===== config.mk =====
export PLATFORM = sky130hd
export DESIGN_NAME = shuffle_unit_flat
export DESIGN_NICKNAME = d
export VERILOG_FILES = /design/src/rtl/bitmanip_pkg.sv /design/src/rtl/shuffle_unit_if.sv /design/src/rtl/shfl_stage.sv /design/src/rtl/shuffle_unit.sv /design/src/flat_wrapper.sv
export SDC_FILE = /design/constraint.sdc
export NUM_CORES = 1
export LEC_CHECK = 0
export ABC_AREA = 1
export BUFFER_PORTS_ARGS = -buffer_cell sky130_fd_sc_hd__buf_2
export CORE_MARGIN = 2
export CORE_UTILIZATION = 50
export CTS_CLUSTER_DIAMETER = 150
export CTS_CLUSTER_SIZE = 28
export DETAILED_ROUTE_END_ITERATION = 7
export GPL_TIMING_DRIVEN = 0
export PLACE_DENSITY = 0.72
export SYNTH_ARGS = -nofsm -noshare
export SYNTH_HDL_FRONTEND = slang
export SYNTH_SLANG_ARGS = --single-unit

===== constraint.sdc =====
create_clock -name clk -period 4.27 [get_ports clk]
set_input_delay 1.281 -clock clk [delete_from_list [all_inputs] [get_ports clk]]
set_output_delay 1.281 -clock clk [all_outputs]
set_load 0.05 [all_outputs]

===== src/rtl/bitmanip_pkg.sv =====
// Shared constants for the bit-manipulation shuffle datapath: the stage masks,
// the shift amounts and the shuffle FSM state encoding.
// Stage slot k (0..3) is the N=8,4,2,1 stage respectively.
package bitmanip_pkg;

  localparam int STAGES = 4;

  // Packed arrays: element [0] is the N=8 stage, element [3] is the N=1 stage.
  localparam logic [3:0][31:0] STAGE_L = {
    32'h44444444, 32'h30303030, 32'h0F000F00, 32'h00FF0000
  };
  localparam logic [3:0][31:0] STAGE_R = {
    32'h22222222, 32'h0C0C0C0C, 32'h00F000F0, 32'h0000FF00
  };
  localparam logic [3:0][4:0] STAGE_SH = {5'd1, 5'd2, 5'd4, 5'd8};

  typedef enum logic [1:0] {
    IDLE = 2'd0,
    BUSY = 2'd1,
    DONE = 2'd2
  } state_t;

endpackage


===== src/rtl/shuffle_unit_if.sv =====
// Operand/result handshake bundle for shuffle_unit.
// Ports: in_valid/in_ready/data/ctrl/op_unshfl (operand side),
//        out_valid/out_ready/result (result side).
interface shuffle_unit_if #(
  parameter int XLEN = 32
);
  logic            in_valid;
  logic            in_ready;
  logic [XLEN-1:0] data;
  logic [3:0]      ctrl;
  logic            op_unshfl;
  logic            out_valid;
  logic            out_ready;
  logic [XLEN-1:0] result;

  // master: the producer/consumer around the unit; slave: the unit itself
  modport master (
    output in_valid, data, ctrl, op_unshfl, out_ready,
    input  in_ready, out_valid, result
  );
  modport slave (
    input  in_valid, data, ctrl, op_unshfl, out_ready,
    output in_ready, out_valid, result
  );
endinterface


===== src/rtl/shfl_stage.sv =====
// One butterfly stage of the generalized shuffle: swaps the L and R bit groups
// of the selected stage, or passes src through when the stage is disabled.
// Ports: src (operand), idx (stage slot 0..3 = N 8,4,2,1), en, dst. Combinational.
module shfl_stage
  import bitmanip_pkg::*;
(
  input  logic [31:0] src,
  input  logic [1:0]  idx,
  input  logic        en,
  output logic [31:0] dst
);

  logic [31:0] mask_l;
  logic [31:0] mask_r;
  logic [4:0]  shamt;
  logic [31:0] swapped;

  always_comb begin
    mask_l  = STAGE_L[idx];
    mask_r  = STAGE_R[idx];
    shamt   = STAGE_SH[idx];
    // R = L >> N, so this exchanges the two groups; the stage is its own inverse.
    swapped = (src & ~(mask_l | mask_r))
            | ((src << shamt) & mask_l)
            | ((src >> shamt) & mask_r);
    dst     = en ? swapped : src;
  end

endmodule


===== src/rtl/shuffle_unit.sv =====
// Iterative shfl/unshfl unit: one stage slot per cycle through a shared shfl_stage.
// Latency: result valid 4 edges after acceptance, independent of ctrl; II >= 6 cycles.
// Backpressure: result held in DONE until out_ready; in_ready only in IDLE; flush aborts.
// Ports: clk, rst_n (async active-low), flush (sync abort), bus (operand/result handshake).
module shuffle_unit
  import bitmanip_pkg::*;
#(
  parameter int XLEN = 32
) (
  input  logic           clk,
  input  logic           rst_n,
  input  logic           flush,
  shuffle_unit_if.slave  bus
);

  state_t          state, state_nxt;
  logic [1:0]      cnt, cnt_nxt;
  logic [XLEN-1:0] work, work_nxt;
  logic [3:0]      ctrl_q, ctrl_nxt;
  logic            op_q, op_nxt;

  logic [1:0]      stage_idx;
  logic            stage_en;
  logic [31:0]     stage_out;

  // shfl walks N=8,4,2,1; unshfl walks the same stages backwards so it inverts shfl.
  assign stage_idx = op_q ? (2'd3 - cnt) : cnt;
  // ctrl is {s8,s4,s2,s1}: slot 0 (N=8) is bit 3.
  assign stage_en  = ctrl_q[2'd3 - stage_idx];

  shfl_stage u_stage (
    .src (work),
    .idx (stage_idx),
    .en  (stage_en),
    .dst (stage_out)
  );

  assign bus.in_ready  = (state == IDLE);
  assign bus.out_valid = (state == DONE);
  assign bus.result    = work;

  always_comb begin
    state_nxt = state;
    cnt_nxt   = cnt;
    work_nxt  = work;
    ctrl_nxt  = ctrl_q;
    op_nxt    = op_q;

    if (flush) begin
      state_nxt = IDLE;
      cnt_nxt   = 2'd0;
    end else begin
      unique case (state)
        IDLE: begin
          if (bus.in_valid) begin
            work_nxt  = bus.data;
            ctrl_nxt  = bus.ctrl;
            op_nxt    = bus.op_unshfl;
            cnt_nxt   = 2'd0;
            state_nxt = BUSY;
          end
        end
        BUSY: begin
          work_nxt = stage_out;
          cnt_nxt  = cnt + 2'd1;
          if (cnt == 2'd3) state_nxt = DONE;
        end
        DONE: begin
          if (bus.out_ready) state_nxt = IDLE;
        end
        default: state_nxt = IDLE;
      endcase
    end
  end

  always_ff @(posedge clk or negedge rst_n) begin
    if (!rst_n) begin
      state  <= IDLE;
      cnt    <= 2'd0;
      work   <= '0;
      ctrl_q <= 4'd0;
      op_q   <= 1'b0;
    end else begin
      state  <= state_nxt;
      cnt    <= cnt_nxt;
      work   <= work_nxt;
      ctrl_q <= ctrl_nxt;
      op_q   <= op_nxt;
    end
  end

endmodule


===== src/flat_wrapper.sv =====
// flat-port wrapper written by rule: the top's interface ports become plain ports
module shuffle_unit_flat import bitmanip_pkg::*;
#(
  parameter int XLEN = 32
)
  (clk, rst_n, flush, bus_in_valid, bus_data, bus_ctrl, bus_op_unshfl, bus_out_ready, bus_in_ready, bus_out_valid, bus_result);
  shuffle_unit_if #(.XLEN(XLEN)) bus_i ();
  input  logic clk;
  input  logic rst_n;
  input  logic flush;
  input wire logic [$bits(bus_i.in_valid)-1:0] bus_in_valid;
  input wire logic [$bits(bus_i.data)-1:0] bus_data;
  input wire logic [$bits(bus_i.ctrl)-1:0] bus_ctrl;
  input wire logic [$bits(bus_i.op_unshfl)-1:0] bus_op_unshfl;
  input wire logic [$bits(bus_i.out_ready)-1:0] bus_out_ready;
  output wire logic [$bits(bus_i.in_ready)-1:0] bus_in_ready;
  output wire logic [$bits(bus_i.out_valid)-1:0] bus_out_valid;
  output wire logic [$bits(bus_i.result)-1:0] bus_result;
  assign bus_i.in_valid = bus_in_valid;
  assign bus_i.data = bus_data;
  assign bus_i.ctrl = bus_ctrl;
  assign bus_i.op_unshfl = bus_op_unshfl;
  assign bus_i.out_ready = bus_out_ready;
  assign bus_in_ready = bus_i.in_ready;
  assign bus_out_valid = bus_i.out_valid;
  assign bus_result = bus_i.result;
  shuffle_unit #(.XLEN(XLEN)) u_core (.clk(clk), .rst_n(rst_n), .flush(flush), .bus(bus_i));
endmodule

# After elaboration in Yosys (flattened, before gate mapping)
# Cells that the tools add are included.
[word_totals] reg_bits=41 input_bits=42 output_inout_bits=34 elab_cells=55
[classes] n_addsub=3 n_lt_le_gt_ge=2 eq_ne=8 n_shift=2 muxes=20 bitwise=8 reduce_logical=7
[ops] operator="$bmux 32 s2" count=2
[ops] operator="$mux 32" count=4
[ops] operator="$and 32x32->32" count=3
[ops] operator="$or 32x32->32" count=3
[ops] operator="$pmux 32 s2" count=1
[ops] operator="$not 32->32" count=1
[ops] operator="$shl 32x5->32" count=1
[ops] operator="$shr 32x5->32" count=1
[ops] operator="$mux 2" count=7
[ops] operator="$bmux 5 s2" count=1
[ops] operator="$lt 2x3->1 const B" count=2
[ops] operator="$ne 3x3->1 const B" count=2
[ops] operator="$pmux 2 s3" count=1
[ops] operator="$reduce_and 3->1" count=2
[ops] operator="$mux 5" count=1
[ops] operator="$eq 2x2->1 const B" count=2
[ops] operator="$ne 2x2->1 const B" count=2
[ops] operator="$pmux 2 s2" count=1
[ops] operator="$reduce_and 4->1" count=1
[ops] operator="$sub 2x2->2 const A" count=2
[ops] operator="$ne 3x2->1 const B" count=1
[ops] operator="$reduce_bool 3->1" count=1
[ops] operator="$add 2x1->2 const B" count=1
[ops] operator="$bmux 1 s2" count=1
[ops] operator="6 further kinds" count=6

# Longest topological paths before layout
[depth] word_depth=11 depth_mapped=17 depth_no_buf=16

# Modules after synthesis
# Synthesis repeated with hierarchy kept, for this count alone.
[hier_totals] hier_cells=915 hier_area_um2=5124.9
[by_module_without_submodules] mod="shfl_stage" instances=1 cells_each=606 area_each_um2=2960.3 seq_area_each_um2=0.0
[by_module_without_submodules] mod="shuffle_unit" instances=1 cells_each=309 area_each_um2=2164.6 seq_area_each_um2=1026.0

# Least setup slack after synthesis
# OpenSTA, ideal clock, no wires.
[synth_path] kind="reg2out" from="register u_core.state[1]" to="output bus_out_valid" t_arrival_ns=1.087 required_time_ns=2.989 path_slack_ns=1.902 stages_incl_launch_ff=3 path_buffers=0 cell_sequence="dfrtp_1 > inv_1 > nor2_1"
[synth_between] elab_chain_cells=1
[synth_rtl] element="start: declaration" line_no="shuffle_unit.sv:16" source="state_t state, state_nxt;"
[synth_rtl] element="start signal: assignment" line_no="shuffle_unit.sv:84" source="state <= state_nxt;"
[synth_rtl] element="$eq 2x2->1" line_no="shuffle_unit.sv:39" source="assign bus.out_valid = (state == DONE);"
[synth_rtl] element="end: declaration" line_no="flat_wrapper.sv:17" source="output wire logic [$bits(bus_i.out_valid)-1:0] bus_out_valid;"
# No other way between the ends.

# Worst setup path in the final report
[layout_path] from="register u_core.op_q" to="register u_core.work[5], in the netlist u_core.bus.result[5]"
[layout_between] elab_chain_cells=10 word_cells_on_any_way=23 cone_classes="add/sub: 1; eq/ne: 1; shift: 2; mux: 11; bitwise: 7; reduce/logical: 1"
[layout_rtl] element="start: declaration" line_no="shuffle_unit.sv:20" source="logic op_q, op_nxt;"
[layout_rtl] element="start signal: assignment" line_no="shuffle_unit.sv:88" source="op_q <= op_nxt;"
[layout_rtl] element="$mux 2 (*)" line_no="shuffle_unit.sv:27" source="assign stage_idx = op_q ? (2'd3 - cnt) : cnt;"
[layout_rtl] element="parallel branches: the longest is 9 deep, another holds $shl 32x5->32"
[layout_rtl] element="end signal: assignment" line_no="shuffle_unit.sv:86" source="work <= work_nxt;"
[layout_rtl] element="end: declaration" line_no="shuffle_unit.sv:18" source="logic [XLEN-1:0] work, work_nxt;"
# Every way passes the cells marked *. The select of a mux whose other input is x is not followed.
# A chain may end at the register's enable or synchronous reset.

==> flow_metrics.py <==
metrics = {
    "synthesis": {
        "synth.most_common_cell": "nand2_1",
        "yosysTopAreaCell": "nand2_1",
        "synth_edf_count": 0,
        "syn_inst": 841,
        "synth_top_area_share_pct": 27.8,
        "yosys.cell_types.count": 29,
        "synth_fp_nets": 892,
        "yosys_warnings": 0,
        "synth_seq_cells": 41,
        "yosysSeqAreaShare_pct": 22.5,
        "ys_async_sr_fraction_pct": 100,
        "syn_area_um2": 4550,
        "synth.area.top_cells": "nand2_1 28%, dfrtp_1 23%, nand3_1 19%",
        "synth.avg_cell_area_um2": 5.42,
        "synthFlopType": "dfrtp_1",
        "synth.top_cells.by_count": "337 x nand2_1, 176 x nand3_1, 67 x nor2_1",
    },
    "critical_path": {
        "crit_path_start_kind": "register",
        "reg2reg_from": "u_core.op_q",
        "path_class": "reg2reg",
        "r2r_slack_ns": 1.17,
        "reg2reg_depth": 14,
        "critical_path.max_stage_delay_ns": 0.51,
        "slowest_stage": "xor2_1",
        "r2r-end": "u_core.bus.result[5]",
        "worstPathArrival_ns": 3.36,
        "crit_required_ns": 4.53,
        "path_common_cell": "nand2_1",
        "worstPathCellList": "xor2_1 -> ha_1 -> buf_2 -> inv_2 -> buf_2 -> nand2_1 -> nand3_1 -> nand2_1 -> nand2_1 -> nand2_1 -> nor2_1 -> o21ai_0 -> nand2_1 -> nand2_1",
        "critical_path.max_fanout": 10,
        "cp-end-kind": "register",
    },
    "cells_and_area": {
        "final_layout_size_suffix_gt1_share_pct": 13.1,
        "area_growth_syn_to_layout_pct": 13.7,
        "diodes": 0,
        "stdcell_area_um2": 5180,
        "fin_cells": 1032,
        "final_nets": 974,
    },
    "die": {
        "num_rows": 34,
        "start_util_pct": 52.0,
        "die_area_um2": 9890,
        "coreArea_um2": 8760,
        "fp.dieW_um": 99.4,
        "die_y_um": 99.4,
        "io_pins": 76,
    },
    "route": {
        "antenna_left": 0,
        "initialDrtViolationCount": 1334,
        "first_pass_iters": 8,
        "wl_um": 21600,
        "wl_per_cell_um": 20.9,
        "drc_errors": 6,
        "vias_per_cell": 6.28,
        "via_count": 6481,
    },
    "global_route": {
        "top_usage_layer": "met2",
        "grt_pass1_wl_um": 31900,
        "grt_util_met2_pct": 62.0,
        "grtUsageMet1_pct": 56.9,
        "grt_util_met3_pct": 12.2,
        "antenna_found_initial": 0,
        "grt_max_degree": 42,
        "track_usage_pct": 42.9,
        "grt_overflow_total": 0,
        "grt_pass1_vias": 5682,
    },
    "timing": {
        "fin_skew_ns": 0.0122,
        "fin_crit_ns": 3.10,
        "period_share_pct": 72.5,
        "final_max_slew_viol_count": 0,
        "report.final.setup_viol": 0,
        "tightest_slew_ns": 0.950,
        "rsz0062_at_grt": "no",
        "fin_tns_setup_ns": 0,
        "hold_viol": 0,
        "finalWorstSetupSlack_ns": 1.17,
        "max_slew_margin_pct": 36.7,
        "fmax_mhz": 323,
    },
    "placement": {
        "port_buffers": 75,
        "hpwl_um": 16100,
        "post-place-cells": 1024,
        "place.gp.congestion": 1.15,
        "dpl_cell_area_um2": 5060,
        "post-place-ws_ns": 1.42,
    },
    "clock_network": {
        "htree_levels": 2,
        "cts_buffer_depth": 2,
        "clock-sinks": 41,
        "cts_setup_buffers": 0,
        "cts.repair.resized": 0,
        "holdBufCountCts": 0,
        "cts_tree": "built",
        "clkTransAtPathRegs_ns": 0.10,
        "clkLatencyLatePin_ns": 0.32,
        "root_buffer": "clkbuf_8",
        "cts_buffers": 5,
    },
    "pwr": {
        "finalPower_mw": 3.58,
        "pwr_density_cell_nw_per_um2": 691,
        "vdd_ir_drop_max_uv": 330,
        "p_leak_nw": 2.87,
    },
    "worst_hold_path": {
        "min_path_type": "reg2reg",
        "whs_path_depth": 2,
    },
    "run_status": {
        "outcome": "finished with violations",
        "violations": "DRC",
    },
    "job": {
        "maxCapViolations": 0,
    },
}
layout by cell type (no fill, tap or decap), types with 2 or more instances in the layout:
cell        n
a21oi_1    25
buf_1       5
buf_2      93
buf_4       2
buf_6       2
clkbuf_1   19
clkbuf_8    5
dfrtp_1    41
ha_1        9
inv_1      60
inv_2       4
nand2_1   337
nand3_1   176
nand4_1     8
nor2_1     67
nor2_2     11
nor3_1      4
o211ai_1    3
o21ai_0    38
o21ai_1     2
routing by layer:
layer,share of wire (%),vias to the layer above
met5,0,-
met4,8.3,0
met3,16,191
met2,40,615
met1,36,2792
li1,-,2883
worst max-delay path by stage:
stage | startpoint | to | slack [ns] | cells past startpoint
floorplan | u_core.state[1] | bus_out_valid | 1.90 | 2
global placement | u_core.op_q | u_core.bus.result[25] | 1.40 | 14
detailed placement | u_core.op_q | u_core.bus.result[13] | 1.42 | 11
CTS | u_core.op_q | u_core.bus.result[5] | 1.38 | 14
global route | u_core.cnt[0] | u_core.bus.result[29] | 1.14 | 16
finish | u_core.op_q | u_core.bus.result[5] | 1.17 | 14
cells by family (layout without fill, tap and decap cells):
group | count (synthesis) | in the layout | share of synthesized area [%]
buffers and inverters | 111 | 194 | 10.1
and+or+nand+nor | 605 | 605 | 56.0
AOI/OAI and AO/OA | 73 | 73 | 8.49
xor gates and xnor gates | 2 | 2 | 0.385
adders and majority gates | 9 | 9 | 2.47
DFF | 41 | 41 | 22.5
stage by stage:
step	hold WS, ns	util [%]
after floorplan	0.504	-
after global placement	0.479	57.8
after detailed placement	0.495	57.8
after CTS	0.516	59.1
after global routing	0.549	59.1
final	0.514	59.1
report_power, final:
group | internal, mW | switching (mW) | leakage (nW) | total [mW]
Clock | 0.176 | 0.176 | 0.0543 | 0.352
Combinational | 0.625 | 1.90 | 2.30 | 2.53
Sequential | 0.508 | 0.195 | 0.512 | 0.703
final cells by class:
type	count	area, µm²
Buffer	46	218
Clock buffer	5	68.8
Clock inverter	3	46.3
Fill cell	908	3580
Inverter	65	244
Multi-Input combinational cell	689	3070
Sequential cell	41	1030
Tap cell	108	135
Timing Repair Buffer	75	375
worst max-delay path: cells and delay by family, from the launching register on:
| family | cells | cell delay, ns |
|---|---|---|
| buf+inv | 3 | 0.72 |
| simple gates | 8 | 0.70 |
| xor+xnor | 1 | 0.51 |
| flops | 1 | 0.47 |
| compound gates | 1 | 0.40 |
| fa+ha+maj | 1 | 0.23 |
No activity file was read; power rests on OpenSTA's default activity.
